## config.mk

```make
export PLATFORM = sky130hd
export DESIGN_NAME = fetch_bpu
export DESIGN_NICKNAME = d
export VERILOG_FILES = /design/src/rtl/fetch_bpu_pkg.sv /design/src/rtl/fetch_bpu_ras_stack.sv /design/src/rtl/fetch_bpu.sv
export SDC_FILE = /design/constraint.sdc
export NUM_CORES = 2
export LEC_CHECK = 0
export CAP_MARGIN = 5
export CORE_ASPECT_RATIO = 1.4
export CORE_MARGIN = 2
export CORE_UTILIZATION = 35
export CTS_BUF_LIST = sky130_fd_sc_hd__clkbuf_16
export DETAILED_ROUTE_END_ITERATION = 7
export SYNTH_ARGS = -nofsm -noshare
export SYNTH_HDL_FRONTEND = slang
export SYNTH_SLANG_ARGS = --single-unit
```

## constraint.sdc

```tcl
create_clock -name clk -period 17.6 [get_ports clk]
set_input_delay 2.64 -clock clk [delete_from_list [all_inputs] [get_ports clk]]
set_output_delay 2.64 -clock clk [all_outputs]
set_load 0.1 [all_outputs]
```

## src/rtl/fetch_bpu_pkg.sv

```systemverilog
// Shared constants and helpers for the fetch stage and its branch predictor.
package fetch_bpu_pkg;

  // MIPS opcode / funct encodings used by the pre-decoder.
  localparam logic [5:0] OPCODE_I_BEQ    = 6'b000100;
  localparam logic [5:0] OPCODE_I_BNE    = 6'b000101;
  localparam logic [5:0] OPCODE_J_JUMP   = 6'b000010;
  localparam logic [5:0] OPCODE_JAL_JUMP = 6'b000011;
  localparam logic [5:0] OPCODE_R        = 6'b000000;
  localparam logic [5:0] R_FUNC_JR       = 6'b001000;

  localparam logic [31:0] NOP = 32'h0000_0000;

  // A freshly allocated BTB entry starts weakly taken.
  localparam logic [1:0] BTB_CTR_INIT = 2'b10;

  // Control-flow class of the instruction currently being fetched.
  typedef struct packed {
    logic br;    // BEQ / BNE
    logic j;     // J
    logic jal;   // JAL
    logic jr31;  // JR $31 (function return)
  } predec_t;

  function automatic predec_t predecode(input logic [31:0] instr);
    predec_t d;
    d.br   = (instr[31:26] == OPCODE_I_BEQ) || (instr[31:26] == OPCODE_I_BNE);
    d.j    = (instr[31:26] == OPCODE_J_JUMP);
    d.jal  = (instr[31:26] == OPCODE_JAL_JUMP);
    d.jr31 = (instr[31:26] == OPCODE_R) && (instr[5:0] == R_FUNC_JR) &&
             (instr[25:21] == 5'd31);
    return d;
  endfunction

  // 2-bit saturating counter step.
  function automatic logic [1:0] ctr_next(input logic [1:0] ctr, input logic taken);
    if (taken) return (ctr == 2'b11) ? 2'b11 : ctr + 2'b01;
    return (ctr == 2'b00) ? 2'b00 : ctr - 2'b01;
  endfunction

endpackage

```

## src/rtl/fetch_bpu_ras_stack.sv

```systemverilog
// Return-address stack: circular buffer that overwrites the oldest entry when
// full and ignores pops when empty.
module ras_stack #(
  parameter int unsigned Depth = 4
) (
  input  logic                     clk,
  input  logic                     rst,
  input  logic                     push_i,
  input  logic                     pop_i,
  input  logic [31:0]              data_i,
  output logic [31:0]              top_o,
  output logic [$clog2(Depth):0]   count_o
);

  localparam int unsigned PtrW = $clog2(Depth);

  logic [31:0]     mem_q [Depth];
  logic [PtrW-1:0] ptr_q, ptr_d;   // next slot to write
  logic [PtrW:0]   cnt_q, cnt_d;
  logic [PtrW-1:0] top_ptr;

  assign top_ptr = ptr_q - PtrW'(1);
  assign top_o   = mem_q[top_ptr];
  assign count_o = cnt_q;

  // Pointer/count next state; the pointer wraps naturally at a power-of-two depth.
  always_comb begin
    ptr_d = ptr_q;
    cnt_d = cnt_q;
    if (push_i) begin
      ptr_d = ptr_q + 1'b1;
      if (cnt_q != (PtrW + 1)'(Depth)) cnt_d = cnt_q + 1'b1;
    end else if (pop_i && (cnt_q != '0)) begin
      ptr_d = ptr_q - 1'b1;
      cnt_d = cnt_q - 1'b1;
    end
  end

  // Pointer and count registers.
  always_ff @(posedge clk or posedge rst) begin
    if (rst) begin
      ptr_q <= '0;
      cnt_q <= '0;
    end else begin
      ptr_q <= ptr_d;
      cnt_q <= cnt_d;
    end
  end

  // Entry storage; contents are meaningless until counted, so no reset.
  always_ff @(posedge clk) begin
    if (push_i) mem_q[ptr_q] <= data_i;
  end

endmodule

```

## src/rtl/fetch_bpu.sv

```systemverilog
// Instruction-fetch stage with a tagged 2-bit BTB, direct J/JAL targets and a
// return-address stack for JR $31.
module fetch_bpu
  import fetch_bpu_pkg::*;
#(
  parameter int unsigned BTB_AW    = 6,
  parameter int unsigned TAG_W     = 8,
  parameter int unsigned RAS_DEPTH = 4,
  parameter logic [31:0] RESET_PC  = 32'h0
) (
  input  logic        clk,
  input  logic        rst,
  input  logic [31:0] instruction,
  input  logic        isHazard,
  input  logic        isCacheStall,
  input  logic        isFlush,
  input  logic [31:0] flush_pc,
  input  logic        upd_valid,
  input  logic [31:0] upd_pc,
  input  logic [31:0] upd_target,
  input  logic        upd_taken,
  output logic [31:0] reg_pc,
  output logic [31:0] reg_id_pc,
  output logic [31:0] reg_instruction,
  output logic        reg_pred_taken,
  output logic [31:0] reg_pred_target
);

  localparam int unsigned BtbEntries = 1 << BTB_AW;
  localparam int unsigned CntW       = $clog2(RAS_DEPTH) + 1;
  localparam int unsigned TagLo      = BTB_AW + 2;
  localparam int unsigned TagHi      = BTB_AW + 2 + TAG_W - 1;

  // Pipeline registers.
  logic [31:0] pc_q, pc_d;
  logic [31:0] id_pc_q, id_pc_d;
  logic [31:0] instr_q, instr_d;
  logic        ptk_q, ptk_d;
  logic [31:0] ptgt_q, ptgt_d;

  // BTB storage; only the valid vector is reset.
  logic [BtbEntries-1:0] valid_q, valid_d;
  logic [TAG_W-1:0]      tag_q [BtbEntries];
  logic [31:0]           tgt_q [BtbEntries];
  logic [1:0]            ctr_q [BtbEntries];

  logic [BTB_AW-1:0] idx, uidx;
  logic [TAG_W-1:0]  tag, utag;
  logic              hit, uhit;

  predec_t     dec;
  logic [31:0] pc4, jmp_tgt, npc;
  logic        taken, use_ras, advance;

  logic [31:0]     ras_top;
  logic [CntW-1:0] ras_count;
  logic            ras_push, ras_pop;

  logic unused_upd_pc;
  assign unused_upd_pc = ^{upd_pc[1:0], upd_pc[31:TagHi+1]};

  assign idx  = pc_q[BTB_AW+1:2];
  assign tag  = pc_q[TagHi:TagLo];
  assign hit  = valid_q[idx] && (tag_q[idx] == tag);
  assign uidx = upd_pc[BTB_AW+1:2];
  assign utag = upd_pc[TagHi:TagLo];
  assign uhit = valid_q[uidx] && (tag_q[uidx] == utag);

  assign dec     = predecode(instruction);
  assign pc4     = pc_q + 32'd4;
  assign jmp_tgt = {pc4[31:28], instruction[25:0], 2'b00};
  assign advance = !isFlush && !isHazard && !isCacheStall;

  // Next-PC prediction from the pre-decoded fetch word (reads pre-update BTB).
  always_comb begin
    npc     = pc4;
    taken   = 1'b0;
    use_ras = 1'b0;
    if (dec.br && hit && ctr_q[idx][1]) begin
      npc   = tgt_q[idx];
      taken = 1'b1;
    end else if (dec.j || dec.jal) begin
      npc   = jmp_tgt;
      taken = 1'b1;
    end else if (dec.jr31 && (ras_count != '0)) begin
      npc     = ras_top;
      taken   = 1'b1;
      use_ras = 1'b1;
    end
  end

  // No delay slot, so a call returns to the word right after the JAL.
  assign ras_push = advance && dec.jal;
  assign ras_pop  = advance && use_ras;

  ras_stack #(
    .Depth (RAS_DEPTH)
  ) u_ras (
    .clk     (clk),
    .rst     (rst),
    .push_i  (ras_push),
    .pop_i   (ras_pop),
    .data_i  (pc4),
    .top_o   (ras_top),
    .count_o (ras_count)
  );

  // Pipeline next state: flush beats stall beats advance.
  always_comb begin
    pc_d    = pc_q;
    id_pc_d = id_pc_q;
    instr_d = instr_q;
    ptk_d   = ptk_q;
    ptgt_d  = ptgt_q;
    if (isFlush) begin
      pc_d    = flush_pc;
      id_pc_d = 32'h0;
      instr_d = NOP;
      ptk_d   = 1'b0;
    end else if (advance) begin
      pc_d    = npc;
      id_pc_d = pc_q;
      instr_d = instruction;
      ptk_d   = taken;
      ptgt_d  = npc;
    end
  end

  // A taken miss allocates a new entry.
  always_comb begin
    valid_d = valid_q;
    if (upd_valid && upd_taken && !uhit) valid_d[uidx] = 1'b1;
  end

  // Pipeline and BTB-valid registers.
  always_ff @(posedge clk or posedge rst) begin
    if (rst) begin
      pc_q    <= RESET_PC;
      id_pc_q <= 32'h0;
      instr_q <= NOP;
      ptk_q   <= 1'b0;
      ptgt_q  <= 32'h0;
      valid_q <= '0;
    end else begin
      pc_q    <= pc_d;
      id_pc_q <= id_pc_d;
      instr_q <= instr_d;
      ptk_q   <= ptk_d;
      ptgt_q  <= ptgt_d;
      valid_q <= valid_d;
    end
  end

  // BTB training from the EX resolve port, independent of stall and flush.
  always_ff @(posedge clk) begin
    if (upd_valid) begin
      if (uhit) begin
        ctr_q[uidx] <= ctr_next(ctr_q[uidx], upd_taken);
        if (upd_taken) tgt_q[uidx] <= upd_target;
      end else if (upd_taken) begin
        tag_q[uidx] <= utag;
        tgt_q[uidx] <= upd_target;
        ctr_q[uidx] <= BTB_CTR_INIT;
      end
    end
  end

  assign reg_pc          = pc_q;
  assign reg_id_pc       = id_pc_q;
  assign reg_instruction = instr_q;
  assign reg_pred_taken  = ptk_q;
  assign reg_pred_target = ptgt_q;

endmodule

```

==> run_results.csv <==
group,metric,value,unit
timing,min_period,8.60,ns
timing,timing.fmax,116,MHz
critical_path,end_kind,"register",
logic_synthesis,synth_nets,6282,
detailed_routing,drtIter0Drc,8277,
logic_synthesis,ys.flop_type,"edfxtp_1",
timing,fin_crit_sh,48.9,%
cts,hold_buffers,0,
critical_path,required,18.12,ns
logic_synthesis,synth.most_common_cell,"edfxtp_1",
power_and_ir_drop,p_seq_share,50.8,%
detailed_routing,drtAntennaViolNets,0,
timing,hold_viol_final,0,
grt,antenna_found_initial,33,
timing,setup_viol,0,
hold_path,min_path_type,"reg -> reg",
logic_synthesis,synth_cell_types,81,
timing,slew_viol_final,0,
detailed_routing,num_vias,66400,
logic_synthesis,synthArstFlopShare,6.57,%
power_and_ir_drop,power_frac_clock,37.4,%
cells_and_area,syn2layout_area_growth,14.0,%
die,coreArea,349000,um2
logic_synthesis,yosysTopAreaCell,"edfxtp_1",
power_and_ir_drop,swShare,24.9,%
logic_synthesis,yosysSeqAreaShare,73.0,%
logic_synthesis,synth_area_per_cell,20.0,um2
timing,clock-skew-final,0.0948,ns
cts,ctsResizeCount,0,
logic_synthesis,synth.area.top_cells,"edfxtp_1 (69%), mux4_2 (16%), dfrtp_1 (4.0%)",
power_and_ir_drop,intPower,11.8,mW
die,boundaryPins,264,
critical_path,path_class,"in -> reg",
detailed_routing,wl_per_cell,33.2,um
cells_and_area,num-nets-final,6602,
detailed_routing,drt-pass1-iter-count,8,
grt,grt_max_degree,106,
detailed_routing,routed_via_density,5.85,
timing,relSlewSlack,17.5,%
cts,clockBufferDepth,4,
timing,worstMarginPinSlew,1.23,ns
grt,grt_pass1_vias,66900,
detailed_routing,drc,1,
timing,finalSetupTns,0,ns
power_and_ir_drop,power.share.combinational,11.8,%
die,die_x,504,um
grt,grt_usage,20.6,%
timing,whs,0.482,ns
cts,cts_buffers,280,
flow_run,drv_cap,0,
cts,cts.sink_count,3014,
cells_and_area,post_route_cells_drive_above_1_share,25.1,%
cts,tritoncts,"yes",
cts,insertion_delay,0.89,ns
die,die_h,704,um
place,gp_routability_congestion,0.936,
logic_synthesis,ys_top_cells_by_count,"edfxtp_1 (2816), mux4_2 (850), nand2_1 (351), clkbuf_1 (223), dfrtp_1 (198)",
power_and_ir_drop,p_per_area,113,nW/um2
cts,clk_pin_slew,0.06,ns
grt,grt_overflow,0,
logic_synthesis,synthCells,6141,
power_and_ir_drop,p_leak,44.6,nW
logic_synthesis,yosysTopAreaCellShare,69.0,%
logic_synthesis,yosys_warnings,0,
detailed_routing,totalWireLength,376000,um
cts,postCtsSetupBuffers,0,
cts,htreeDepth,5,
place,numPortBuffers,245,
status,violations,"DRC",
die,rows,257,
critical_path,critPathLaunchType,"input pin",
logic_synthesis,syn_area,123000,um2
die,initial_core_util,35.1,%
power_and_ir_drop,p_sw,3.93,mW
cts,cts_root_buf,"clkbuf_16",
place,dp_hpwl,218000,um
logic_synthesis,yosys_register_bits,3014,
critical_path,cp_max_fo,68,
grt,grt_pass1_wl,524000,um
power_and_ir_drop,ir_drop,0.0839,mV
logic_synthesis,synth_edf_count,2816,
die,dieArea,355000,um2
critical_path,crit_arrival,9.12,ns
status,status,"complete, but fails checks",
timing,rsz0062_at_grt,"no",
==> layer usage <==
layer	share of wire [%]	vias to the layer above	track usage, %
met3	7.6	867	3.35
met4	5.7	6	10.2
met2	50	3405	35.3
li1	-	26300	-
met1	37	35800	25.4
met5	0.012	-	0
==> final timing paths <==
| path | from | endpoint | slack, ns | cells past startpoint |
|---|---|---|---|---|
| max | upd_pc[3] | ctr_q[55][1] | 9.00 | 14 |
| min | reg_pred_target[25] | reg_pred_target[25] | 0.48 | 1 |
| max reg2reg | reg_pc[3] | reg_pc[7] | 10.11 | 11 |
| min reg2reg | reg_pred_target[25] | reg_pred_target[25] | 0.48 | 1 |
| max in group asynchronous | rst | valid_q[13] | 13.26 | 4 |
| min in group asynchronous | rst | reg_id_pc[20] | 2.27 | 2 |
==> power by group through the flow <==
stage	Clock, mW	Sequential (mW)	Combinational (mW)
4_1_cts	5.99	8.01	1.86
2_1_floorplan	0	8.34	0.979
3_5_place_dp	0	8.17	1.86
3_3_place_gp	0	8.16	1.84
5_1_grt	6.24	8.02	1.93
6_report	5.90	8.01	1.86
==> per-stage QoR <==
stage          power, mW  setup slack (ns)  cell area, um2  std cells  utilization, %
2_1_floorplan       9.32              9.38          123000       6141               -
3_3_place_gp        10.0              8.30          131000      10800            37.5
3_5_place_dp        10.0              8.25          131000      10800            37.5
4_1_cts             15.9              9.10          140000      11300            40.0
5_1_grt             16.2              8.81          140000      11300            40.0
6_report            15.8              9.00          140000      11300            40.0
==> critical path, cell delays in order <==
cell	delay, ns
buf_6	0.57
buf_4	0.88
buf_4	0.61
nor2_2	0.12
buf_4	0.33
a221oi_1	0.80
o221ai_1	0.23
nor4_2	0.29
xnor2_1	0.12
or4_1	0.55
or4_4	0.82
nand2b_1	0.18
buf_4	0.47
and4_1	0.33
==> area by class of cell <==
class	count	area, um2
flip-flops and latches	3014	89500
fillers	30900	209000
repair buffers	457	3900
clock buffers	289	7230
multi-input cells	2688	31800
clock inverters	206	1420
well taps	4662	5830
inverters	20	83.8
diodes	7	17.5
==> flip-flops by register name (all words and copies together), names as in the netlist <==
| name | count |
|---|---|
| u_ras.ptr_q | 2 |
| tgt_q | 2048 |
| reg_pred_taken | 1 |
| reg_pred_target | 32 |
| reg_instruction | 32 |
| ctr_q | 128 |
| reg_id_pc | 32 |
| tag_q | 512 |
| u_ras.count_o | 3 |
| valid_q | 64 |
| reg_pc | 32 |
| u_ras.mem_q | 128 |
==> cells by family after synthesis <==
logic type,Yosys count,share of synthesized area (%)
AO/OA/AOI/OAI,684,3.98
XOR/XNOR,42,0.300
adder cells (fa/ha/maj),6,0.0674
buffers and inverters,439,1.59
flip-flops,3014,73.0
multiplexers,1065,17.4
AND/OR/NAND/NOR,891,3.62
==> cell usage in the layout (no fill, tap or decap), types with 45 or more instances in the layout <==
cell                n
clkinv_1           59
mux4_2            850
buf_4             209
o21ai_0           134
a22oi_1           108
nand3_1            64
nor2_1             69
mux2i_1           163
inv_1              71
nor2_4             64
dfrtp_1           192
mux2_2             47
nand2_1           351
edfxtp_1         2816
o22ai_1            48
nor3_1             45
a221oi_1           51
clkbuf_16         289
and4_1             68
a21oi_1            57
clkdlybuf4s50_1   198
a21o_1             57
(Power assumes the default switching activity.)
